[src/rtl/soc_pkg.sv]
// ============================================================================
//  soc_pkg
//  Shared FSM state encodings and RAM geometry for the data-RAM arbiter.
//  Revision: 1.0
// ============================================================================
`default_nettype none

package soc_pkg;

   localparam int RAM_ADDR_W = 10;

   typedef enum logic [1:0] {
      ST_IDLE  = 2'd0,
      ST_ISSUE = 2'd1,
      ST_WAIT  = 2'd2,
      ST_DONE  = 2'd3
   } state_t;

endpackage

`default_nettype wire

[src/rtl/arb_rr2.sv]
// ============================================================================
//  arb_rr2
//  Two-way request to one-hot grant; round-robin on last owner or fixed priority.
//  Revision: 1.0
// ============================================================================
`default_nettype none

module arb_rr2 #(
   parameter int RR_EN = 1
) (
   input  logic [1:0] req,
   input  logic       last_owner,
   output logic [1:0] grant
);

   // On a tie, round-robin hands the grant to the port that did not own the last one.
   always_comb begin
      grant = req;
      if (req == 2'b11) begin
         grant = ((RR_EN != 0) && !last_owner) ? 2'b10 : 2'b01;
      end
   end

endmodule

`default_nettype wire

[src/rtl/ram_arb_ctrl.sv]
// ============================================================================
//  ram_arb_ctrl
//  Two-port arbiter/sequencer for a single-port synchronous block data RAM.
//  Revision: 1.0
// ============================================================================
`default_nettype none

module ram_arb_ctrl
   import soc_pkg::*;
#(
   parameter int ADDR_W = RAM_ADDR_W,
   parameter int DATA_W = 32,
   parameter int RD_LAT = 1,
   parameter int RR_EN  = 1
) (
   input  logic              clk,
   input  logic              rst,
   input  logic              m0_req,
   input  logic              m0_we,
   input  logic [ADDR_W-1:0] m0_addr,
   input  logic [DATA_W-1:0] m0_wdata,
   output logic [DATA_W-1:0] m0_rdata,
   output logic              m0_ready,
   input  logic              m1_req,
   input  logic              m1_we,
   input  logic [ADDR_W-1:0] m1_addr,
   input  logic [DATA_W-1:0] m1_wdata,
   output logic [DATA_W-1:0] m1_rdata,
   output logic              m1_ready,
   output logic              ram_we,
   output logic [ADDR_W-1:0] ram_addr,
   output logic [DATA_W-1:0] ram_din,
   input  logic [DATA_W-1:0] ram_dout,
   output logic              owner,
   output logic              busy
);

   localparam int CNT_W = (RD_LAT > 1) ? $clog2(RD_LAT) : 1;

   state_t           state;
   logic [CNT_W-1:0] cnt;
   logic [1:0]       grant;

   arb_rr2 #(
      .RR_EN (RR_EN)
   ) u_arb (
      .req        ({m1_req, m0_req}),
      .last_owner (owner),
      .grant      (grant)
   );

   always_ff @(posedge clk or posedge rst) begin
      if (rst) begin
         state    <= ST_IDLE;
         cnt      <= '0;
         ram_we   <= 1'b0;
         ram_addr <= '0;
         ram_din  <= '0;
         m0_rdata <= '0;
         m1_rdata <= '0;
         m0_ready <= 1'b0;
         m1_ready <= 1'b0;
         owner    <= 1'b1;
         busy     <= 1'b0;
      end else begin
         m0_ready <= 1'b0;
         m1_ready <= 1'b0;
         case (state)
            ST_IDLE: begin
               if (grant[1]) begin
                  owner    <= 1'b1;
                  ram_we   <= m1_we;
                  ram_addr <= m1_addr;
                  ram_din  <= m1_wdata;
                  busy     <= 1'b1;
                  state    <= ST_ISSUE;
               end else if (grant[0]) begin
                  owner    <= 1'b0;
                  ram_we   <= m0_we;
                  ram_addr <= m0_addr;
                  ram_din  <= m0_wdata;
                  busy     <= 1'b1;
                  state    <= ST_ISSUE;
               end
            end
            ST_ISSUE: begin
               // ram_we still holds the granted direction during this cycle.
               ram_we <= 1'b0;
               if (ram_we) begin
                  state <= ST_DONE;
               end else begin
                  cnt   <= CNT_W'(RD_LAT - 1);
                  state <= ST_WAIT;
               end
            end
            ST_WAIT: begin
               if (cnt == '0) begin
                  if (owner) m1_rdata <= ram_dout;
                  else       m0_rdata <= ram_dout;
                  state <= ST_DONE;
               end else begin
                  cnt <= cnt - 1'b1;
               end
            end
            ST_DONE: begin
               if (owner) m1_ready <= 1'b1;
               else       m0_ready <= 1'b1;
               busy  <= 1'b0;
               state <= ST_IDLE;
            end
            default: begin
               ram_we <= 1'b0;
               busy   <= 1'b0;
               state  <= ST_IDLE;
            end
         endcase
      end
   end

endmodule

`default_nettype wire

[config.mk]
export PLATFORM = sky130hd
export DESIGN_NAME = ram_arb_ctrl
export DESIGN_NICKNAME = d
export VERILOG_FILES = /design/src/rtl/soc_pkg.sv /design/src/rtl/arb_rr2.sv /design/src/rtl/ram_arb_ctrl.sv
export SDC_FILE = /design/constraint.sdc
export NUM_CORES = 1
export LEC_CHECK = 0
export CELL_PAD_IN_SITES_DETAIL_PLACEMENT = 2
export CELL_PAD_IN_SITES_GLOBAL_PLACEMENT = 2
export CORE_MARGIN = 1
export CORE_UTILIZATION = 25
export CTS_CLUSTER_DIAMETER = 30
export DETAILED_ROUTE_END_ITERATION = 12
export PLACE_DENSITY = 0.91
export REMOVE_ABC_BUFFERS = 1
export SLEW_MARGIN = 20
export SYNTH_ARGS = -nofsm -noshare
export SYNTH_HDL_FRONTEND = slang
export SYNTH_SLANG_ARGS = --single-unit
[constraint.sdc]
create_clock -name clk -period 5.46 [get_ports clk]
set_clock_uncertainty 0.2 [all_clocks]
set_input_delay 1.638 -clock clk [delete_from_list [all_inputs] [get_ports clk]]
set_output_delay 1.638 -clock clk [all_outputs]
set_load 0.05 [all_outputs]
==> out/summary.txt <==
Pre-CTS WS = 1.32 ns
Syn-to-layout area delta = 62.8%
Row count = 50
Final worst-path cycle share = 67.8%
Detailed Route WL = 17,300 um
CP Class = reg -> out
Initial Utilization = 25.8%
Fillers = 1,944
Routed vias/inst = 4.47
Crit-path max FO = 9
Num Clock Sinks = 113
Clk buf depth = 2
# hold bufs at CTS = 0
Post-Syn Area = 4890 um2
Wire per inst = 19.1 um
Max_cap viols = 0
CP startpoint kind = flip-flop
Worst EP arrival = 1.86 ns
Crit path time final = 3.70 ns
Ys Warns = 0
Net Switching = 2.95 mW
Clk_lat worst skew = 0.40 ns
Post-synth top area cell = dfrtp_1
Post-synth top area share = 57.3%
Clk pwr share = 17.3%
H-tree levels = 4
Worst hold path class = reg -> reg
Delay-heaviest family, CP = buffers and inverters
DRT iter0 DRCs = 95
# diodes = 0
Slowest-stage cell, CP = clkdlybuf4s50_1
Multi-input logic area = 1800 um2
R2R setup slack = 2.86 ns
Pwr/cell area = 776 nW/um2
Status = finished clean
I/O Buffers = 232
Most common cell in the synthesized netlist = dfrtp_1
Worst-path cell chain = clkdlybuf4s50_1
Crit end category = output pin
Commonest cells post-synth = dfrtp_1, a21oi_1, nand2_1, nor2_1, mux2_2
Post-synth ARST share = 100%
Peak Freq = 270 MHz
Inserted Clock Buffers = 17
Overall power = 6.18 mW
Synth area leaders = dfrtp_1, mux2_4, a21oi_1
Reg power frac = 25.1%
Slew headroom = 34.6%
Vias in the first global route = 4,647
Largest net degree at the start of global routing = 66
Required time of the critical path = 3.62 ns
DRC viols = 0
CTS tree = built
Sequential fraction of the synthesis area = 57.9%
Avg Inst Size Synth = 12.1 um2
Cells after Synth = 403
Initial antenna violation count = 0
EDFF count, synth = 0
Final setup TNS = 0 ns
Placed Area = 7340 um2
Fin area = 7960 um2
PostCTS Resize Cnt = 0
Worst-path clk slew = 0.06 ns
GRT overflow = 0
Crit path buf inv count = 1
RD Place Congestion = 0.704
DP HPWL = 12,600 um
Synth Register Bits = 113
Die Area = 20,100 um2
Final Max Slew Viols = 0
Lkg Pwr = 3.43 nW
Worst-margin pin slew = 0.980 ns
Comb power frac = 57.7%
Post-CTS Setup Bufs = 0
Register area = 2830 um2
Final hold violations = 0
Boundary pin count = 233
Final nets = 760
# setup viols final = 0
Pint = 3.23 mW
Total Routing Usage GR = 17.7%
Core area = 19,000 um2
TritonRoute pass-1 iters = 4
Peak VDD IR = 0.000296 V
CP max stage delay = 0.83 ns
Final ANT Viol Nets = 0
Share of cells above drive strength 1 = 17.0%
Root Buffer = clkbuf_16
Die Ht = 142 um
Final setup margin = 1.76 ns
Synth unique cells = 27
Switching share of total power = 47.8%
First-pass GRT wire length = 26,700 um
Die Width = 142 um
Via count = 4,053
RSZ-0062 raised after global routing = false
Top_reg_cell synth = dfrtp_1
-- routing by layer --
metal  part of all wire [%]  track usage, %  wire length [um]  vias to the layer above
met5                      0               0                 0                        -
met4                    1.3            5.15               229                        0
li1                       -               -                 -                     1834
met3                    9.5            7.80              1650                       14
met2                     49            30.5              8490                      193
met1                     40            19.7              6910                     2012
-- power by group through the flow --
stage / Combinational [mW] / Sequential [mW] / Clock (mW)
finish: 3.56 / 1.55 / 1.07
global route: 3.73 / 1.60 / 1.13
CTS: 3.58 / 1.56 / 1.10
detailed placement: 3.57 / 1.56 / 0
global placement: 3.44 / 1.51 / 0
floorplan: 0.842 / 2.96 / 0
-- stage by stage --
step           util [%]  cells  hold slack (ns)
3_5_place_dp       38.7    872            0.294
3_3_place_gp       38.7    872            0.286
2_1_floorplan         -    376            0.413
5_1_grt            42.0    906            0.330
6_report           42.0    906            0.303
4_1_cts            41.7    904            0.307
-- cell type report --
| class | count | area share [%] |
|---|---|---|
| multi-input cells | 259 | 22.6 |
| flip-flops and latches | 113 | 35.5 |
| clock inverters | 14 | 1.60 |
| repair buffers | 238 | 30.4 |
| well taps | 260 | 4.09 |
| inverters | 4 | 0.220 |
| clock buffers | 18 | 5.52 |
-- layout by cell type (no fill, tap or decap), drive strengths merged --
| cell type | count |
|---|---|
| inv | 9 |
| clkinv | 7 |
| clkdlybuf4s50 | 232 |
| and2 | 1 |
| a21bo | 1 |
| o22ai | 1 |
| and2b | 1 |
| o21ai | 4 |
| a22oi | 1 |
| a21boi | 1 |
| o21a | 1 |
| mux2i | 1 |
| a31oi | 1 |
| nand2b | 1 |
| a211oi | 1 |
| clkinvlp | 1 |
| ha | 5 |
| or3b | 1 |
| nand2 | 45 |
| a21oi | 86 |
| mux2 | 64 |
| clkbuf | 18 |
| buf | 6 |
| dfrtp | 112 |
| bufinv | 1 |
| nor2 | 43 |
| dfstp | 1 |
-- worst register-to-register path, cell delays in order, from the launching register on --
cell	delay, ns
dfrtp_1	0.40
inv_1	0.16
ha_1	0.33
o21a_1	0.83
buf_4	0.37
nor2_1	0.07
a21oi_1	0.15
-- state kept, by name (all words and copies together), names as in the netlist --
| name | cells |
|---|---|
| ram_din | 32 |
| m0_ready | 1 |
| state | 2 |
| ram_addr | 10 |
| m0_rdata | 32 |
| owner | 1 |
| ram_we | 1 |
| busy | 1 |
| m1_rdata | 32 |
| m1_ready | 1 |
-- cells by family after synthesis --
family	after synthesis	share of synthesized area, %
mux	65	17.3
buf+inv	31	5.45
flops	113	57.9
simple gates	92	7.55
fa+ha+maj	5	1.28
compound gates	97	10.6
-- final timing paths --
| path | endpoint | depth (start not counted) | start |
|---|---|---|---|
| max | owner | 1 | owner$_DFFE_PP1P_ |
| min | m1_rdata[6]$_DFFE_PP0P_ | 1 | m1_rdata[6]$_DFFE_PP0P_ |
| max reg2reg | ram_addr[5]$_DFFE_PP0P_ | 6 | state[0]$_DFFE_PP0P_ |
| min reg2reg | m1_rdata[6]$_DFFE_PP0P_ | 1 | m1_rdata[6]$_DFFE_PP0P_ |
| max in group asynchronous | m0_rdata[7]$_DFFE_PP0P_ | 3 | rst |
| min in group asynchronous | m0_rdata[12]$_DFFE_PP0P_ | 2 | rst |
Note: power is estimated with default switching activity, not from simulation.
